==> src/rtl/avl_mem_writer_if.sv <==
// Avalon-MM write-master bus bundle: the master drives the request,
// the slave answers with waitrequest.
interface avl_mem_writer_if #(
    parameter int unsigned AVL_AW = 32,
    parameter int unsigned DW     = 32
) ();
    logic [AVL_AW-1:0] avm_address;
    logic              avm_write;
    logic [DW-1:0]     avm_writedata;
    logic [DW/8-1:0]   avm_byteenable;
    logic              avm_waitrequest;

    modport master (
        output avm_address,
        output avm_write,
        output avm_writedata,
        output avm_byteenable,
        input  avm_waitrequest
    );

    modport slave (
        input  avm_address,
        input  avm_write,
        input  avm_writedata,
        input  avm_byteenable,
        output avm_waitrequest
    );
endinterface

==> src/rtl/avl_mem_writer.sv <==
// Drains len words of the dual-port buffer to Avalon memory at base_addr + 4*i, hiding the
// buffer's 2-cycle read latency behind a 4-entry credit-controlled prefetch FIFO.
module avl_mem_writer #(
    parameter int unsigned AW      = 12,
    parameter int unsigned DW      = 32,
    parameter int unsigned AVL_AW  = 32,
    parameter int unsigned FIFO_DP = 4
) (
    input  logic              clk,
    input  logic              rst,
    input  logic              start,
    input  logic [AVL_AW-1:0] base_addr,
    input  logic [AW:0]       len,
    output logic              busy,
    output logic              done,
    output logic [AW-1:0]     raddr,
    input  logic [DW-1:0]     data_out,
    avl_mem_writer_if.master  avm
);

    localparam int unsigned CW = AW + 1;
    localparam int unsigned PW = $clog2(FIFO_DP);

    typedef enum logic [1:0] {StIdle, StRun, StDone} state_e;

    state_e            state_q, state_d;
    logic [AVL_AW-1:0] base_q, base_d;
    logic [CW-1:0]     len_q, len_d;
    logic [CW-1:0]     rd_cnt_q, rd_cnt_d;
    logic [CW-1:0]     wr_cnt_q, wr_cnt_d;
    logic [AW-1:0]     raddr_q, raddr_d;
    logic              busy_q, done_q;

    // rd_vld_q marks the cycle raddr is on the bus; pipe_q[1] lines up with valid data_out.
    logic              rd_vld_q;
    logic [1:0]        pipe_q;

    logic [DW-1:0]     fifo_mem_q [FIFO_DP];
    logic [PW-1:0]     wr_ptr_q, rd_ptr_q;
    logic [PW:0]       fifo_cnt_q;

    logic              push, pop, issue, avm_write_w;
    logic [3:0]        credit_used;

    assign push        = pipe_q[1];
    assign avm_write_w = (fifo_cnt_q != '0);
    assign pop         = avm_write_w & ~avm.avm_waitrequest;

    // Words committed after this cycle: reads in flight plus FIFO occupancy, net of the pop.
    assign credit_used = 4'(rd_vld_q) + 4'(pipe_q[0]) + 4'(pipe_q[1]) + 4'(fifo_cnt_q)
                       - 4'(pop);

    always_comb begin
        state_d  = state_q;
        base_d   = base_q;
        len_d    = len_q;
        rd_cnt_d = rd_cnt_q;
        wr_cnt_d = wr_cnt_q;
        raddr_d  = raddr_q;
        issue    = 1'b0;
        unique case (state_q)
            StIdle: begin
                if (start) begin
                    // Word 0 is read on the start cycle so it reaches the bus in cycle 4.
                    base_d   = base_addr;
                    len_d    = len;
                    wr_cnt_d = '0;
                    issue    = (len != '0);
                    rd_cnt_d = CW'(issue);
                    raddr_d  = '0;
                    state_d  = StRun;
                end
            end
            StRun: begin
                issue = (rd_cnt_q < len_q) && (credit_used < 4'(FIFO_DP));
                if (issue) begin
                    raddr_d  = rd_cnt_q[AW-1:0];
                    rd_cnt_d = rd_cnt_q + 1'b1;
                end
                if (pop) begin
                    wr_cnt_d = wr_cnt_q + 1'b1;
                end
                if (wr_cnt_d == len_q) begin
                    state_d = StDone;
                end
            end
            StDone: begin
                state_d = StIdle;
            end
            default: begin
                state_d = StIdle;
            end
        endcase
    end

    always_ff @(posedge clk) begin
        if (!rst) begin
            state_q    <= StIdle;
            base_q     <= '0;
            len_q      <= '0;
            rd_cnt_q   <= '0;
            wr_cnt_q   <= '0;
            raddr_q    <= '0;
            busy_q     <= 1'b0;
            done_q     <= 1'b0;
            rd_vld_q   <= 1'b0;
            pipe_q     <= '0;
            wr_ptr_q   <= '0;
            rd_ptr_q   <= '0;
            fifo_cnt_q <= '0;
        end else begin
            state_q    <= state_d;
            base_q     <= base_d;
            len_q      <= len_d;
            rd_cnt_q   <= rd_cnt_d;
            wr_cnt_q   <= wr_cnt_d;
            raddr_q    <= raddr_d;
            busy_q     <= (state_d == StRun);
            done_q     <= (state_d == StDone);
            rd_vld_q   <= issue;
            pipe_q     <= {pipe_q[0], rd_vld_q};
            if (push) begin
                wr_ptr_q <= wr_ptr_q + 1'b1;
            end
            if (pop) begin
                rd_ptr_q <= rd_ptr_q + 1'b1;
            end
            fifo_cnt_q <= fifo_cnt_q + (PW + 1)'(push) - (PW + 1)'(pop);
        end
    end

    always_ff @(posedge clk) begin
        if (push) begin
            fifo_mem_q[wr_ptr_q] <= data_out;
        end
    end

    assign busy  = busy_q;
    assign done  = done_q;
    assign raddr = raddr_q;

    assign avm.avm_write      = avm_write_w;
    assign avm.avm_writedata  = avm_write_w ? fifo_mem_q[rd_ptr_q] : '0;
    assign avm.avm_address    = base_q + AVL_AW'({wr_cnt_q, 2'b00});
    assign avm.avm_byteenable = avm_write_w ? '1 : '0;

endmodule

==> src/flat_wrapper.sv <==
// flat-port wrapper written by rule: the top's interface ports become plain ports
module avl_mem_writer_flat 
#(
    parameter int unsigned AW      = 12,
    parameter int unsigned DW      = 32,
    parameter int unsigned AVL_AW  = 32,
    parameter int unsigned FIFO_DP = 4
)
  (clk, rst, start, base_addr, len, busy, done, raddr, data_out, avm_avm_address, avm_avm_write, avm_avm_writedata, avm_avm_byteenable, avm_avm_waitrequest);
  avl_mem_writer_if #(.AVL_AW(AVL_AW), .DW(DW)) avm_i ();
  input  logic clk;
  input  logic rst;
  input  logic start;
  input  logic [AVL_AW-1:0] base_addr;
  input  logic [AW:0] len;
  output logic busy;
  output logic done;
  output logic [AW-1:0] raddr;
  input  logic [DW-1:0] data_out;
  output wire logic [$bits(avm_i.avm_address)-1:0] avm_avm_address;
  output wire logic [$bits(avm_i.avm_write)-1:0] avm_avm_write;
  output wire logic [$bits(avm_i.avm_writedata)-1:0] avm_avm_writedata;
  output wire logic [$bits(avm_i.avm_byteenable)-1:0] avm_avm_byteenable;
  input wire logic [$bits(avm_i.avm_waitrequest)-1:0] avm_avm_waitrequest;
  assign avm_avm_address = avm_i.avm_address;
  assign avm_avm_write = avm_i.avm_write;
  assign avm_avm_writedata = avm_i.avm_writedata;
  assign avm_avm_byteenable = avm_i.avm_byteenable;
  assign avm_i.avm_waitrequest = avm_avm_waitrequest;
  avl_mem_writer #(.AW(AW), .DW(DW), .AVL_AW(AVL_AW), .FIFO_DP(FIFO_DP)) u_core (.clk(clk), .rst(rst), .start(start), .base_addr(base_addr), .len(len), .busy(busy), .done(done), .raddr(raddr), .data_out(data_out), .avm(avm_i));
endmodule
==> config.mk <==
export PLATFORM = sky130hd
export DESIGN_NAME = avl_mem_writer_flat
export DESIGN_NICKNAME = d
export VERILOG_FILES = /design/src/rtl/avl_mem_writer_if.sv /design/src/rtl/avl_mem_writer.sv /design/src/flat_wrapper.sv
export SDC_FILE = /design/constraint.sdc
export NUM_CORES = 1
export LEC_CHECK = 0
export ABC_AREA = 1
export BUFFER_PORTS_ARGS = -buffer_cell sky130_fd_sc_hd__buf_2
export CORE_ASPECT_RATIO = 1.4
export CORE_MARGIN = 3
export CORE_UTILIZATION = 54
export CTS_BUF_LIST = sky130_fd_sc_hd__clkbuf_4
export CTS_CLUSTER_SIZE = 10
export DETAILED_ROUTE_END_ITERATION = 6
export PLACE_DENSITY = 0.79
export RECOVER_POWER = 100
export SYNTH_ARGS = -nofsm -noshare
export SYNTH_HDL_FRONTEND = slang
export SYNTH_SLANG_ARGS = --single-unit
==> constraint.sdc <==
create_clock -name clk -period 2.25 [get_ports clk]
set_input_delay 0.225 -clock clk [delete_from_list [all_inputs] [get_ports clk]]
set_output_delay 0.225 -clock clk [all_outputs]
set_load 0.01 [all_outputs]
Word level (Yosys, flattened, before mapping):

Memories as Yosys holds them, arrays and structs flattened. A register that Yosys moved wholly into a read port is not among the register bits.
Index checks and enable logic that the tools add are counted.
W data, S select, Z words.

* $lt $le $gt $ge: 2
* reductions and logical operators: 8
* equal/unequal tests: 6
* add/subtract/negate cells: 11
* bitwise gates (word level): 2
* mux-type cells: 21

Operators by type and width (number)
* $mux W13: 5
* $pmux W13 S2: 2
* $add A32 B15 Y32: 1
* $mux W32: 1
* $add A13 B1 Y13 const B: 2
* $mux W12: 2
* $pmux W12 S2: 1
* $eq A13 B13 Y1: 1
* $lt A13 B13 Y1: 1
* $reduce_bool A13 Y1: 1
* $mux W2: 4
* $add A2 B1 Y2 const B: 2
* $add A4 B1 Y4: 1
* $add A4 B3 Y4: 1
* $eq A2 B1 Y1 const B: 2
* $lt A4 B3 Y1 const B: 1
* $mux W4: 1
* $pmux W2 S2: 1
* $reduce_and A2 Y1: 2
* $sub A4 B1 Y4: 1
* $add A3 B1 Y3: 1
* $mux W1: 3
* $reduce_and A3 Y1: 1
* $reduce_bool A3 Y1: 1
* 11 further kinds: 11

* memory bits (writable): 128
* input port bits: 81
* memories kept: 1
* register bits: 97

Memory list
* u_core.fifo_mem_q: words 4, width 32, read ports 1, clocked after memory_dff 1, write ports 1, RTL line avl_mem_writer.sv:38 `logic [DW-1:0] fifo_mem_q [FIFO_DP];`

Logic depth before layout (Yosys ltp):

* depth after elaboration: 8
* depth in mapped cells: 17
* mapped depth without buffers: 16

Worst setup path after synthesis:

Ideal clock, no wire load.

* path type: register to register
* start point: reg u_core.fifo_cnt_q[1]
* end point: reg u_core.raddr_q[6], in the netlist u_core.raddr[6]
* required time: 2.130 ns
* clock period less this slack: 2.519 ns
* library setup time: 0.120 ns
* buffers on the path: 1
* cell stages (with the launch flop): 18
* data arrival time: 2.399 ns
* path slack: -0.269 ns
* path through: dfxtp_1 > nor2_2 > nand2_4 > nand2_8 > inv_2 > ha_1 > inv_1 > ha_1 > a21oi_1 > nor2_1 > nor2_1 > xor2_1 > nand3_1 > nand2_2 > buf_4 > nand2_1 > nand2_1 > nor2_1

* cells in the longest elaborated chain, start to end: 7

Ends and longest elaborated chain
* start, declared: RTL line avl_mem_writer.sv:40 `logic [PW:0] fifo_cnt_q;`
* start signal, assigned: RTL line avl_mem_writer.sv:128 `fifo_cnt_q <= fifo_cnt_q + (PW + 1)'(push) - (PW + 1)'(pop);`
* $reduce_bool A3 Y1: RTL line avl_mem_writer.sv:46 `assign avm_write_w = (fifo_cnt_q != '0);`
* via avm_avm_write: RTL line flat_wrapper.sv:21 `output wire logic [$bits(avm_i.avm_write)-1:0] avm_avm_write;`
* $and A1 B1 Y1: RTL line avl_mem_writer.sv:47 `assign pop = avm_write_w & ~avm.avm_waitrequest;`
* via u_core.pop: RTL line avl_mem_writer.sv:42 `logic push, pop, issue, avm_write_w;`
* $sub A4 B1 Y4: RTL line avl_mem_writer.sv:51 `- 4'(pop);`
* $lt A4 B3 Y1: RTL line avl_mem_writer.sv:75 `issue = (rd_cnt_q < len_q) && (credit_used < 4'(FIFO_DP));`
* $logic_and A1 B1 Y1: RTL line avl_mem_writer.sv:75
* $ne A2 B1 Y1 (no line)
* $reduce_and A3 Y1 (no line)
* end signal, assigned: RTL line avl_mem_writer.sv:117 `raddr_q <= raddr_d;`
* end, declared: RTL line avl_mem_writer.sv:31 `logic [AW-1:0] raddr_q, raddr_d;`

The timed path passes the listed nets, and every way through them passes these cells.
A chain may end at the register's enable or synchronous reset.

Worst setup path after layout:

* start point: reg u_core.wr_cnt_q[0]
* end point: out avm_avm_address[26]

* cells in the longest elaborated chain, start to end: 1

Ends and longest elaborated chain
* start, declared: RTL line avl_mem_writer.sv:30 `logic [CW-1:0] wr_cnt_q, wr_cnt_d;`
* start signal, assigned: RTL line avl_mem_writer.sv:116 `wr_cnt_q <= wr_cnt_d;`
* $add A32 B15 Y32: RTL line avl_mem_writer.sv:144 `assign avm.avm_address = base_q + AVL_AW'({wr_cnt_q, 2'b00});`
* end, declared: RTL line flat_wrapper.sv:20 `output wire logic [$bits(avm_i.avm_address)-1:0] avm_avm_address;`

Every way passes these cells.

==> summary.txt <==
Clk Tree Root Cell: clkbuf_4
unrepaired setup endpoints after global routing: yes
design area: 0.0150 mm^2
Post-Synth Adder-Cell Area: 4.83%
largest net degree at the start of global routing: 42
WP data arrival: 2840 ps
row count: 61
yosys warns: 0
initial antenna violation count: 1
initial core utilization: 54.9%
vias: 10,500
Setup WS post-layout: -817 ps
VDD IR max: 558 uV
Post-Synthesis Cells: 1,267
Placer Congestion: 0.870
Synth Register Bits: 227
die area: 0.0220 mm^2
reg2reg setup slack: -460 ps
Routed WL: 33.7 mm
RR Endpoint: u_core.done
Num CTS Buffers: 52
Max-slew headroom: 17.0%
nets: 1,718
area grow syn2layout: 37.4%
largest family of logic cells by synthesized area: simple AND/OR/NAND/NOR gates
fin crit period: 3070 ps
non-filler cells, final: 1,888
fin. max-slew vios: 0
Worst-Skew Late Latency: 660 ps
Final Setup Violations: 59
GRT overflow: 0
Cell Count Post-Placement: 1,677
WHS Path Cells: 7
Initial DRC Count: 853
GRT Util Overall: 27.4%
failing checks: setup timing
vias in the first global route: 10,400
status: finished with violations
most common cell after layout, fill and taps aside: nor2_1
Area after DPL: 0.0123 mm^2
Worst R2R Path Depth: 14
most frequent cells in the layout: nor2_1, nand2_1, edfxtp_1
dpl hpwl: 18.3 mm
final period utilization: 136%
Hold Fails Final Rpt: 0
clk slew on worst S/H paths: 70 ps
post-synthesis compound-gate area fraction: 11.9%
R2R Path Start: u_core.fifo_cnt_q[1]
library cells used by synthesis: 37
clock tree sinks: 227
HP Start: avm_avm_waitrequest
Pleak: 0.00607 uW
Final Skew: 18.3 ps
Data required, critical path: 2030 ps
Endpoint, Worst Hold: u_core.wr_cnt_q[1]
CTS max path bufs: 3
Crit Path Max Fanout: 4
Die W: 126 um
first-pass GRT wire length: 49.4 mm
Antenna Nets Post-Route: 0
MaxCap Viol Count: 0
Via-to-Cell Ratio: 5.55
Setup crit end kind: output port
drt pass-1 iters: 5
type of origin of the critical path: flip-flop
Core ar.: 0.0199 mm^2
Synth Area in Simple Gates: 20.8%
Syn Nets: 1,389
# IOs: 164
Die Span Y: 174 um
Power Density: 885 mW/mm^2
drt drc: 0
Hold Path Class: in2reg
Port Buf Inserts: 163
Total Neg Setup Slack: -23,510 ps
pre-CTS WS: -101 ps
Least-Margin Pin Slew: 1240 ps
fmax: 0.326 GHz
Syn Std Cell Area: 0.0109 mm^2
mux cell area share after synthesis: 0%
sequential area share after synthesis: 53.3%
CTS tree: yes
htree depth: 2
WS Path Type: reg2out
Routed WL per cell: 17.8 um
Synth Area in XOR/XNOR: 3.35%
ratio of cells with drive above 1 in the final layout: 27.6%
Syn Area/Cell: 8.63 um^2
## power breakdown
part | switching [uW] | internal (uW) | leakage, uW | total (uW)
clock | 1640 | 1590 | 0.000386 | 3230
sequential | 176 | 4590 | 0.00197 | 4770
combinational | 3100 | 2200 | 0.00371 | 5300
total | 4910 | 8380 | 0.00607 | 13300
## layout make-up
| cell class | instances | area, um^2 |
|---|---|---|
| clock buffers | 71 | 533 |
| inverters | 102 | 404 |
| multi-input cells | 882 | 5350 |
| well taps | 252 | 315 |
| repair buffers | 331 | 2450 |
| clock inverters | 22 | 123 |
| flip-flops and latches | 227 | 5850 |
| fillers | 1327 | 4900 |
| diodes | 1 | 2.50 |
## synthesized netlist by cell type
master | n | share of area (%)
inv_1 | 100 | 3.4
buf_4 | 8 | 0.55
a21o_1 | 4 | 0.27
or2_2 | 1 | 0.057
o21bai_1 | 3 | 0.21
nand4_1 | 10 | 0.57
and3_1 | 1 | 0.057
nand2_2 | 6 | 0.34
clkinv_1 | 1 | 0.034
o21ai_0 | 126 | 5.8
buf_2 | 1 | 0.046
xnor2_1 | 11 | 0.88
nor3b_1 | 2 | 0.14
nor3_1 | 18 | 0.82
buf_1 | 6 | 0.21
buf_8 | 1 | 0.14
o21ai_1 | 2 | 0.092
nand2_4 | 1 | 0.10
nand3_1 | 59 | 2.7
ha_1 | 39 | 4.5
xnor2_2 | 1 | 0.15
o22ai_1 | 2 | 0.11
nor2_2 | 6 | 0.34
a211oi_1 | 1 | 0.069
xor2_1 | 29 | 2.3
nand2_1 | 185 | 6.3
dfxtp_1 | 99 | 18
fa_1 | 2 | 0.37
clkbuf_1 | 43 | 1.5
nor2_1 | 238 | 8.2
edfxtp_1 | 128 | 35
a21oi_1 | 115 | 5.3
nand3b_1 | 9 | 0.62
nand2_8 | 1 | 0.18
a21boi_0 | 1 | 0.069
nor4_1 | 6 | 0.34
inv_2 | 1 | 0.034
## cells by family (layout without fill, tap and decap cells)
group,Yosys count,after routing
other,0,1
AND/OR/NAND/NOR,543,546
XOR/XNOR,41,41
adder cells (fa/ha/maj),41,41
buffers and inverters,161,526
AO/OA/AOI/OAI,254,254
flip-flops,227,227
## worst max-delay path: stages (launching register included)
cell and delay, ps:
dfxtp_2 360, ha_4 140, inv_2 40, fa_2 340
nand3b_1 190, nand2_2 110, a21oi_4 70, o21bai_1 200
nand3_1 120, nand2_2 170, nand3_2 120, xor2_2 170
buf_2 140
## how the worst max path moves through the flow
stage / to / from / slack, ps / depth (start not counted)
floorplan: u_core.raddr[6] / u_core.fifo_cnt_q[2] / -50 / 17
detailed placement: avm_avm_address[26] / u_core.base_q[2] / -100 / 12
global route: avm_avm_address[30] / u_core.wr_cnt_q[0] / -1010 / 12
CTS: avm_avm_address[30] / u_core.base_q[2] / -730 / 12
finish: avm_avm_address[26] / u_core.wr_cnt_q[0] / -820 / 12
global placement: avm_avm_address[26] / u_core.wr_cnt_q[0] / -60 / 12
## routing by layer
layer  GRT usage (%)  share of wire (%)
met1            29.4                 36
met4            11.4                3.5
met2            51.8                 54
met5               0                  0
met3            5.10                6.5
## state kept, by name (all words and copies together), names as in the netlist, 2 cells and up, named ones only
name / cells
u_core.fifo_mem_q: 128
u_core.fifo_cnt_q: 3
u_core.wr_cnt_q: 13
u_core.state_q: 2
u_core.len_q: 13
u_core.base_q: 32
u_core.pipe_q: 2
u_core.rd_cnt_q: 13
u_core.wr_ptr_q: 2
u_core.raddr: 12
u_core.rd_ptr_q: 2
## metrics by stage
stage          hold WS [ps]  power [uW]  util [%]
5_1_grt                 168       14000      75.4
2_1_floorplan           324        7220         -
6_report                171       13300      75.4
3_5_place_dp            436        8450      61.7
3_3_place_gp            426        8350      61.7
4_1_cts                 164       12200      72.5
## repair_timing
item	in CTS	in global routing
setup endpoints to repair	84	91
setup buffers	17	13
hold buffers	80	0
cloned	4	6
gates resized for setup	115	136
pin swaps	35	37
endpoints found under the hold margin	181	0
No activity file was read; power rests on OpenSTA's default activity.
